<file path="config.mk">
export PLATFORM = sky130hd
export DESIGN_NAME = adc_sampler_flat
export DESIGN_NICKNAME = d
export VERILOG_FILES = /design/src/rtl/oscilloscope_pkg.sv /design/src/rtl/adc_sampler_if.sv /design/src/rtl/adc_sampler.sv /design/src/flat_wrapper.sv
export SDC_FILE = /design/constraint.sdc
export NUM_CORES = 1
export LEC_CHECK = 0
export CORE_MARGIN = 2
export CORE_UTILIZATION = 30
export CTS_CLUSTER_DIAMETER = 30
export DETAILED_ROUTE_END_ITERATION = 7
export GPL_TIMING_DRIVEN = 0
export RECOVER_POWER = 100
export REMOVE_ABC_BUFFERS = 1
export SYNTH_ARGS = -nofsm -noshare
export SYNTH_HDL_FRONTEND = slang
export SYNTH_SLANG_ARGS = --single-unit
</file>
<file path="constraint.sdc">
create_clock -name CLK -period 3.1 [get_ports CLK]
set_clock_uncertainty 0.1 [all_clocks]
set_input_delay 0.775 -clock CLK [delete_from_list [all_inputs] [get_ports CLK]]
set_output_delay 0.775 -clock CLK [all_outputs]
set_load 0.02 [all_outputs]
</file>
<file path="src/rtl/oscilloscope_pkg.sv">
// Shared constants for the ADC sampler: FSM state encoding, control-word layout
// and result field positions.
package oscilloscope_pkg;

    localparam int SAMPLE_W = 12;
    localparam int CHAN_W   = 3;
    localparam int WORD_W   = 16;

    typedef logic [2:0] state_t;

    localparam state_t INIT_Q = 3'd0;
    localparam state_t INIT_F = 3'd1;
    localparam state_t IDLE   = 3'd2;
    localparam state_t QUIET  = 3'd3;
    localparam state_t FRAME  = 3'd4;
    localparam state_t DONE   = 3'd5;

    // Bits 13:12 and 3:0 are padding zeros; ADD=5 yields 16'h8BB0.
    localparam int CW_WRITE   = 15;
    localparam int CW_SEQ     = 14;
    localparam int CW_ADD_MSB = 11;
    localparam int CW_ADD_LSB = 9;
    localparam int CW_PM_MSB  = 8;
    localparam int CW_PM_LSB  = 7;
    localparam int CW_SHADOW  = 6;
    localparam int CW_RANGE   = 5;
    localparam int CW_CODING  = 4;

    localparam int RES_CHAN_MSB = 14;
    localparam int RES_CHAN_LSB = 12;

    function automatic logic [WORD_W-1:0] ctrl_word(input logic [CHAN_W-1:0] add,
                                                    input logic range_bit);
        logic [WORD_W-1:0] w;
        w                        = '0;
        w[CW_WRITE]              = 1'b1;
        w[CW_SEQ]                = 1'b0;
        w[CW_ADD_MSB:CW_ADD_LSB] = add;
        w[CW_PM_MSB:CW_PM_LSB]   = 2'b11;
        w[CW_SHADOW]             = 1'b0;
        w[CW_RANGE]              = range_bit;
        w[CW_CODING]             = 1'b1;
        return w;
    endfunction

endpackage

</file>
<file path="src/rtl/adc_sampler_if.sv">
// Bundle of run/channel controls, converter serial pins and the sample output.
interface adc_sampler_if;
    import oscilloscope_pkg::*;

    logic                run;
    logic [CHAN_W-1:0]   chan;
    logic                ADC_DOUT;
    logic                ADC_DIN;
    logic                ADC_CS_N;
    logic                ADC_SCLK;
    logic                sample_valid;
    logic [SAMPLE_W-1:0] sample_data;
    logic [CHAN_W-1:0]   sample_chan;
    logic                busy;

    modport slave (
        input  run, chan, ADC_DOUT,
        output ADC_DIN, ADC_CS_N, ADC_SCLK, sample_valid, sample_data, sample_chan, busy
    );

    modport master (
        output run, chan, ADC_DOUT,
        input  ADC_DIN, ADC_CS_N, ADC_SCLK, sample_valid, sample_data, sample_chan, busy
    );
endinterface

</file>
<file path="src/rtl/adc_sampler.sv">
// Serial ADC frame sequencer: two dummy frames after reset, then continuous 16-bit
// frames while run is high; one sample_valid pulse per frame, no backpressure.
module adc_sampler
    import oscilloscope_pkg::*;
#(
    parameter int unsigned SCLK_DIV  = 2,
    parameter int unsigned QUIET_CYC = 4,
    parameter bit          RANGE_BIT = 1'b1
) (
    input  logic          CLK,
    input  logic          reset,
    adc_sampler_if.slave  bus
);

    localparam logic [7:0] DIV_LAST   = 8'(SCLK_DIV - 1);
    localparam logic [7:0] QUIET_LAST = 8'(QUIET_CYC - 1);

    state_t              state_q, state_d;
    logic [7:0]          cnt_q, cnt_d;
    logic [4:0]          half_q, half_d;
    logic                dummy_q, dummy_d;
    logic [WORD_W-1:0]   tx_q, tx_d;
    logic [WORD_W-1:0]   rx_q, rx_d;
    logic                cs_n_q, cs_n_d;
    logic                sclk_q, sclk_d;
    logic                valid_q, valid_d;
    logic [SAMPLE_W-1:0] data_q, data_d;
    logic [CHAN_W-1:0]   chan_q, chan_d;
    logic                busy_q, busy_d;
    logic                in_frame;
    logic                rx_lead_unused;

    // The first result bit is a converter leading zero and is never reported.
    assign rx_lead_unused = rx_q[WORD_W-1];
    assign in_frame       = (state_q == FRAME) || (state_q == INIT_F);

    always_comb begin
        state_d = state_q;
        cnt_d   = cnt_q;
        half_d  = half_q;
        dummy_d = dummy_q;
        tx_d    = tx_q;
        rx_d    = rx_q;
        cs_n_d  = cs_n_q;
        sclk_d  = sclk_q;
        valid_d = 1'b0;
        data_d  = data_q;
        chan_d  = chan_q;

        // Capture during the first cycle of each SCLK high phase.
        if (in_frame && half_q[0] && (cnt_q == 8'd0)) begin
            rx_d = {rx_q[WORD_W-2:0], bus.ADC_DOUT};
        end

        case (state_q)
            INIT_Q, QUIET: begin
                if (cnt_q == QUIET_LAST) begin
                    cnt_d  = '0;
                    half_d = '0;
                    cs_n_d = 1'b0;
                    sclk_d = 1'b0;
                    if (state_q == QUIET) begin
                        tx_d    = ctrl_word(bus.chan, RANGE_BIT);
                        state_d = FRAME;
                    end else begin
                        tx_d    = '1;
                        state_d = INIT_F;
                    end
                end else begin
                    cnt_d = cnt_q + 8'd1;
                end
            end
            INIT_F, FRAME: begin
                if (cnt_q == DIV_LAST) begin
                    cnt_d = '0;
                    if (half_q == 5'd31) begin
                        cs_n_d = 1'b1;
                        sclk_d = 1'b1;
                        if (state_q == FRAME) begin
                            state_d = DONE;
                            valid_d = 1'b1;
                            data_d  = rx_d[SAMPLE_W-1:0];
                            chan_d  = rx_d[RES_CHAN_MSB:RES_CHAN_LSB];
                        end else if (dummy_q) begin
                            state_d = IDLE;
                        end else begin
                            state_d = INIT_Q;
                            dummy_d = 1'b1;
                        end
                    end else begin
                        half_d = half_q + 5'd1;
                        sclk_d = ~sclk_q;
                        // Falling SCLK edge: advance DIN; dummy frames refill with ones.
                        if (half_q[0]) begin
                            tx_d = {tx_q[WORD_W-2:0], (state_q == INIT_F)};
                        end
                    end
                end else begin
                    cnt_d = cnt_q + 8'd1;
                end
            end
            IDLE: begin
                if (bus.run) begin
                    state_d = QUIET;
                    cnt_d   = '0;
                end
            end
            DONE: begin
                cnt_d   = '0;
                state_d = bus.run ? QUIET : IDLE;
            end
            default: begin
                state_d = INIT_Q;
                cnt_d   = '0;
            end
        endcase

        busy_d = (state_d == QUIET) || (state_d == FRAME) || (state_d == DONE);
    end

    always_ff @(posedge CLK) begin
        if (!reset) begin
            state_q <= INIT_Q;
            cnt_q   <= '0;
            half_q  <= '0;
            dummy_q <= 1'b0;
            tx_q    <= '0;
            rx_q    <= '0;
            cs_n_q  <= 1'b1;
            sclk_q  <= 1'b1;
            valid_q <= 1'b0;
            data_q  <= '0;
            chan_q  <= '0;
            busy_q  <= 1'b0;
        end else begin
            state_q <= state_d;
            cnt_q   <= cnt_d;
            half_q  <= half_d;
            dummy_q <= dummy_d;
            tx_q    <= tx_d;
            rx_q    <= rx_d;
            cs_n_q  <= cs_n_d;
            sclk_q  <= sclk_d;
            valid_q <= valid_d;
            data_q  <= data_d;
            chan_q  <= chan_d;
            busy_q  <= busy_d;
        end
    end

    assign bus.ADC_DIN      = tx_q[WORD_W-1];
    assign bus.ADC_CS_N     = cs_n_q;
    assign bus.ADC_SCLK     = sclk_q;
    assign bus.sample_valid = valid_q;
    assign bus.sample_data  = data_q;
    assign bus.sample_chan  = chan_q;
    assign bus.busy         = busy_q;

endmodule

</file>
<file path="src/flat_wrapper.sv">
// flat-port wrapper written by rule: the top's interface ports become plain ports
module adc_sampler_flat import oscilloscope_pkg::*;
#(
    parameter int unsigned SCLK_DIV  = 2,
    parameter int unsigned QUIET_CYC = 4,
    parameter bit          RANGE_BIT = 1'b1
)
  (CLK, reset, bus_run, bus_chan, bus_ADC_DOUT, bus_ADC_DIN, bus_ADC_CS_N, bus_ADC_SCLK, bus_sample_valid, bus_sample_data, bus_sample_chan, bus_busy);
  adc_sampler_if bus_i ();
  input  logic CLK;
  input  logic reset;
  input wire logic [$bits(bus_i.run)-1:0] bus_run;
  input wire logic [$bits(bus_i.chan)-1:0] bus_chan;
  input wire logic [$bits(bus_i.ADC_DOUT)-1:0] bus_ADC_DOUT;
  output wire logic [$bits(bus_i.ADC_DIN)-1:0] bus_ADC_DIN;
  output wire logic [$bits(bus_i.ADC_CS_N)-1:0] bus_ADC_CS_N;
  output wire logic [$bits(bus_i.ADC_SCLK)-1:0] bus_ADC_SCLK;
  output wire logic [$bits(bus_i.sample_valid)-1:0] bus_sample_valid;
  output wire logic [$bits(bus_i.sample_data)-1:0] bus_sample_data;
  output wire logic [$bits(bus_i.sample_chan)-1:0] bus_sample_chan;
  output wire logic [$bits(bus_i.busy)-1:0] bus_busy;
  assign bus_i.run = bus_run;
  assign bus_i.chan = bus_chan;
  assign bus_i.ADC_DOUT = bus_ADC_DOUT;
  assign bus_ADC_DIN = bus_i.ADC_DIN;
  assign bus_ADC_CS_N = bus_i.ADC_CS_N;
  assign bus_ADC_SCLK = bus_i.ADC_SCLK;
  assign bus_sample_valid = bus_i.sample_valid;
  assign bus_sample_data = bus_i.sample_data;
  assign bus_sample_chan = bus_i.sample_chan;
  assign bus_busy = bus_i.busy;
  adc_sampler #(.SCLK_DIV(SCLK_DIV), .QUIET_CYC(QUIET_CYC), .RANGE_BIT(RANGE_BIT)) u_core (.CLK(CLK), .reset(reset), .bus(bus_i));
endmodule
</file>
==> reports/summary.md, run 1 <==
The flow ran to the end, and the final reports show no timing, DRC or antenna violations. Summing the sequential cell areas from Yosys gives 45.0% of the chip area. The largest single stage delay on the critical path is 820 ps. The count of TritonRoute iterations in the first routing pass is 4, and the initial antenna violation count is 0. Per report_power, the sequential group accounts for 50.1% of the total.

The number of remaining DRC errors is 0, and the gate count after technology mapping is 316. The worst setup path is of the reg2reg kind. By area, the combinational part of the netlist is dominated by simple AND/OR/NAND/NOR gates. Of the total power, the share spent switching nets is 26.7%. The logs give 0 for the max capacitance violation total and 54 for the distinct cell type count after synthesis. The shortest period the worst path allows was 2770 ps; the H-tree depth reported by CTS was 3. The most common library cell in the layout ignoring fill and taps is sky130_fd_sc_hd__dfxtp_1.

Entering global routing, the biggest net connects 41 pins. For this run, the share of the core covered by cells in the final layout is 36.1%. The worst-path maximum fanout is 22, and the DRC marker count from the first detailed-route iteration is 83. The highest clock frequency the design can meet came out at 0.361 GHz. The worst pin sits at a relative slew slack of 34.5%. Measured along the y axis, the die boundary spans 104 um. In this run the cell area of the synthesized design comes to 2980 sq um. The clock latency of the later-clocked register in the worst-skew pair was 350 ps. The top cell types in the final layout, fill and taps aside, are 67 x sky130_fd_sc_hd__dfxtp_1, 29 x sky130_fd_sc_hd__nor2_1, 25 x sky130_fd_sc_hd__o21ai_0, 20 x sky130_fd_sc_hd__a21oi_1, 20 x sky130_fd_sc_hd__dlygate4sd3_1. The tightest hold path in the finished design has a slack of 367 ps.

The die covers 10,700 sq um. IR analysis of the VDD net gives a maximum drop of 0.000196 V. The total area inside the core boundary comes to 9680 sq um.

The placed instance area is 3300 sq um. In this run, the clock network consumes 41.3% of the power. The synthesized netlist devotes 20.3% of its cell area to compound gates.

Setup violations remaining at the end of the flow were counted as 0. After synthesis, the share of flip-flops with an asynchronous set or reset is 0%. STA puts the critical path data required time at 3200 ps. In this run the biggest area consumer among cell types represents 45.0% of the synthesized area.

Counting along the longest clock path gives a buffer depth of 2. The routed length per instance works out to 13.0 um. Yosys printed 0 warnings. CTS placed an instance of sky130_fd_sc_hd__clkbuf_8 at the clock tree root.

Routability-driven placement finished with a final weighted congestion of 0.756. TritonCTS built the clock tree. For the final antenna diode count, the log shows 0.

For the pin with the worst max-slew slack, the measured transition is 981 ps. The half-perimeter wire length after detailed placement is 3970 um, and the synthesis-stage register bit count is 67. The worst setup path is launched from a flip-flop.

The tools report the kind of capture point of the worst setup path as a flip-flop. The ratio of final minimum period to clock period is 89.4%, and the clock slew at the register clock pins of the worst setup and hold paths is 80 ps. TritonCTS created 9 clock buffers. The fraction of final layout cells sized beyond drive strength 1 came out at 10.1%.

The power density of the placed cells works out to 523 nW/um^2. The logs give 489 uW for the switching power total and 1,011 for the count of fill cells added during filler insertion. The starting density of the core is 30.8%. The logs give 0 for the number of pins with negative max-slew slack in the final report and 11.9% for the overall routing resource usage. Ranked by total cell area, the synthesized netlist is headed by sky130_fd_sc_hd__dfxtp_1 45%, sky130_fd_sc_hd__mux2i_1 6.0%, sky130_fd_sc_hd__o21ai_0 4.2%. Summing the areas of all xor and xnor instances in the mapped netlist gives 1.51% of the synthesized area. For the final critical-path setup slack, the log shows 330 ps.

In the synthesized netlist the dominant register cell turns out to be sky130_fd_sc_hd__dfxtp_1. Once placement completed, the tool counted placed cells totaling 454. The simple logic cell fraction of the synthesized area came out at 20.4%. After routing the design area is 3500 sq um. During I/O placement, the number of pins put on the boundary was 27. Traced cell by cell, the critical path runs through xor2_4, nand4_4, nor2_2, mux2i_1, a21oi_1.

After detailed routing, the total wire length is 6100 um. In this run the remaining antenna-violating nets after routing total 0. The run gives 8.6% as the relative contribution of combinational cells to total power. After synthesis, the mean cell area works out to 9.43 sq um. For this block, the via count after detailed routing is 2,348.

The slowest stage of the critical path belongs to the cell sky130_fd_sc_hd__dfxtp_1. The tools report the number of placement rows as 36. The synthesized design contains 0 enable-type register cells. The biggest area consumer among synthesized cells is sky130_fd_sc_hd__dfxtp_1. The synthesized netlist devotes 2.10% of its cell area to adder and majority cells. The first global-routing pass estimated 10,500 um of wire. After synthesis, the share of cell area in mux cells is 6.05%. The die span in x is 104 um. After global routing the overflow that remains totals 0.

For this design the static power due to leakage is 1.34 nW. STA puts the critical path data arrival time at 2870 ps. Dividing the detail-routed via count by the number of cells gives 5.00. The synthesis-to-layout area growth is 17.4%, and the final standard cell count with taps included and fillers excluded is 470. The min-delay analysis places its worst path in the category reg2reg.

For the number of global-route vias before repair, the log shows 2,271. Internal power summed over all cells: 1.34 mW. The logs give -717 ps for the worst slack at placement and 344 for the number of nets in the layout.

The total clock sinks was 67; the number of I/O port buffers was 26. The hold violation count in the final report came out at 0. Setup repair after global routing left no endpoint under its margin.
==> final timing paths <==
check | start | to | slack, ps | cells after the start
worst max-delay path | u_core.state_q[0] | u_core.bus.sample_chan[2] | 330 | 5
worst min-delay path | u_core.tx_q[11] | u_core.tx_q[11] | 370 | 2
worst max register to register | u_core.state_q[0] | u_core.bus.sample_chan[2] | 330 | 5
worst min register to register | u_core.tx_q[11] | u_core.tx_q[11] | 370 | 2
==> area by class of cell <==
type                            instances  area, sq um  share of cell area (%)
Clock buffer                            9          124                    3.54
Clock inverter                          7         82.6                    2.36
Inverter                                7         30.0                   0.859
Multi-Input combinational cell        221         1490                    42.6
Sequential cell                        67         1340                    38.4
Tap cell                              133          166                    4.76
Timing Repair Buffer                   26          262                    7.48
==> sequential cells by signal (all words and copies together) (netlist names) <==
register and count:
u_core.bus.sample_valid 1, u_core.state_q 3, u_core.rx_q 15, u_core.cnt_q 8, u_core.bus.ADC_CS_N 1, u_core.bus.sample_data 12, u_core.bus.sample_chan 3, u_core.half_q 5
u_core.dummy_q 1, u_core.bus.busy 1, u_core.tx_q 16, u_core.bus.ADC_SCLK 1
==> logic make-up after synthesis <==
group | count (synthesis)
and+or+nand+nor | 107
DFF | 67
muxes | 18
adders and majority gates | 5
AOI/OAI and AO/OA | 88
xor gates and xnor gates | 3
buffers and inverters | 28
==> critical path: cells and delay by family, from the launching register on <==
family | cells | cell delay, ps
multiplexers | 1 | 330
flip-flops | 1 | 820
AO/OA/AOI/OAI | 1 | 100
XOR/XNOR | 1 | 340
AND/OR/NAND/NOR | 2 | 930
==> per-layer routing <==
metal | share of wire (%) | vias up | GRT usage [%] | wire length [um]
met5 | 0 | - | 0 | 0
met4 | 1.4 | 0 | 5.02 | 88
met3 | 3.9 | 9 | 4.09 | 237
met2 | 44 | 42 | 19.3 | 2710
met1 | 50 | 1109 | 14.6 | 3060
li1 | - | 1188 | - | -
==> power groups by stage <==
stage	clock network (mW)	registers [mW]	logic [mW]
global route	0.820	0.920	0.176
floorplan	0	0.935	0.107
CTS	0.777	0.916	0.162
finish	0.755	0.916	0.158
detailed placement	0	0.936	0.161
global placement	0	0.935	0.158
==> stage by stage <==
stage / total power [mW] / setup TNS (ps)
3_3_place_gp: 1.09 / -11200
5_1_grt: 1.92 / 0
6_report: 1.83 / 0
2_1_floorplan: 1.04 / 0
3_5_place_dp: 1.10 / -13130
4_1_cts: 1.85 / 0
==> cell usage after synthesis, types with 4 or more instances <==
cell type,n
sky130_fd_sc_hd__nand2b_1,4
sky130_fd_sc_hd__dfxtp_1,67
sky130_fd_sc_hd__inv_1,7
sky130_fd_sc_hd__nor3b_1,7
sky130_fd_sc_hd__nand2_1,19
sky130_fd_sc_hd__a21o_1,6
sky130_fd_sc_hd__o221a_2,7
sky130_fd_sc_hd__nor2_1,30
sky130_fd_sc_hd__nand3_1,7
sky130_fd_sc_hd__clkbuf_1,13
sky130_fd_sc_hd__a21oi_1,20
sky130_fd_sc_hd__o21ai_0,25
sky130_fd_sc_hd__nor3_1,4
sky130_fd_sc_hd__o221a_1,5
sky130_fd_sc_hd__ha_1,5
sky130_fd_sc_hd__and3_1,17
sky130_fd_sc_hd__mux2i_1,18
==> timing repair <==
| item | in CTS | in global routing |
|---|---|---|
| endpoints found under the setup margin | 26 | 2 |
| hold buffers | 0 | 0 |
| buffers inserted | 0 | 0 |
| gates resized for setup | 4 | 1 |
Power figures use the tool's default switching activity.
==> inputs of run 2 (changes only) <==
--- a/config.mk
+++ b/config.mk
@@ -15,3 +15,4 @@
 export SYNTH_ARGS = -nofsm -noshare
 export SYNTH_HDL_FRONTEND = slang
 export SYNTH_SLANG_ARGS = --single-unit
+export TNS_END_PERCENT = 50
==> results of run 2 <==
Final layout, timing and power as in run 1 (identical DEF).
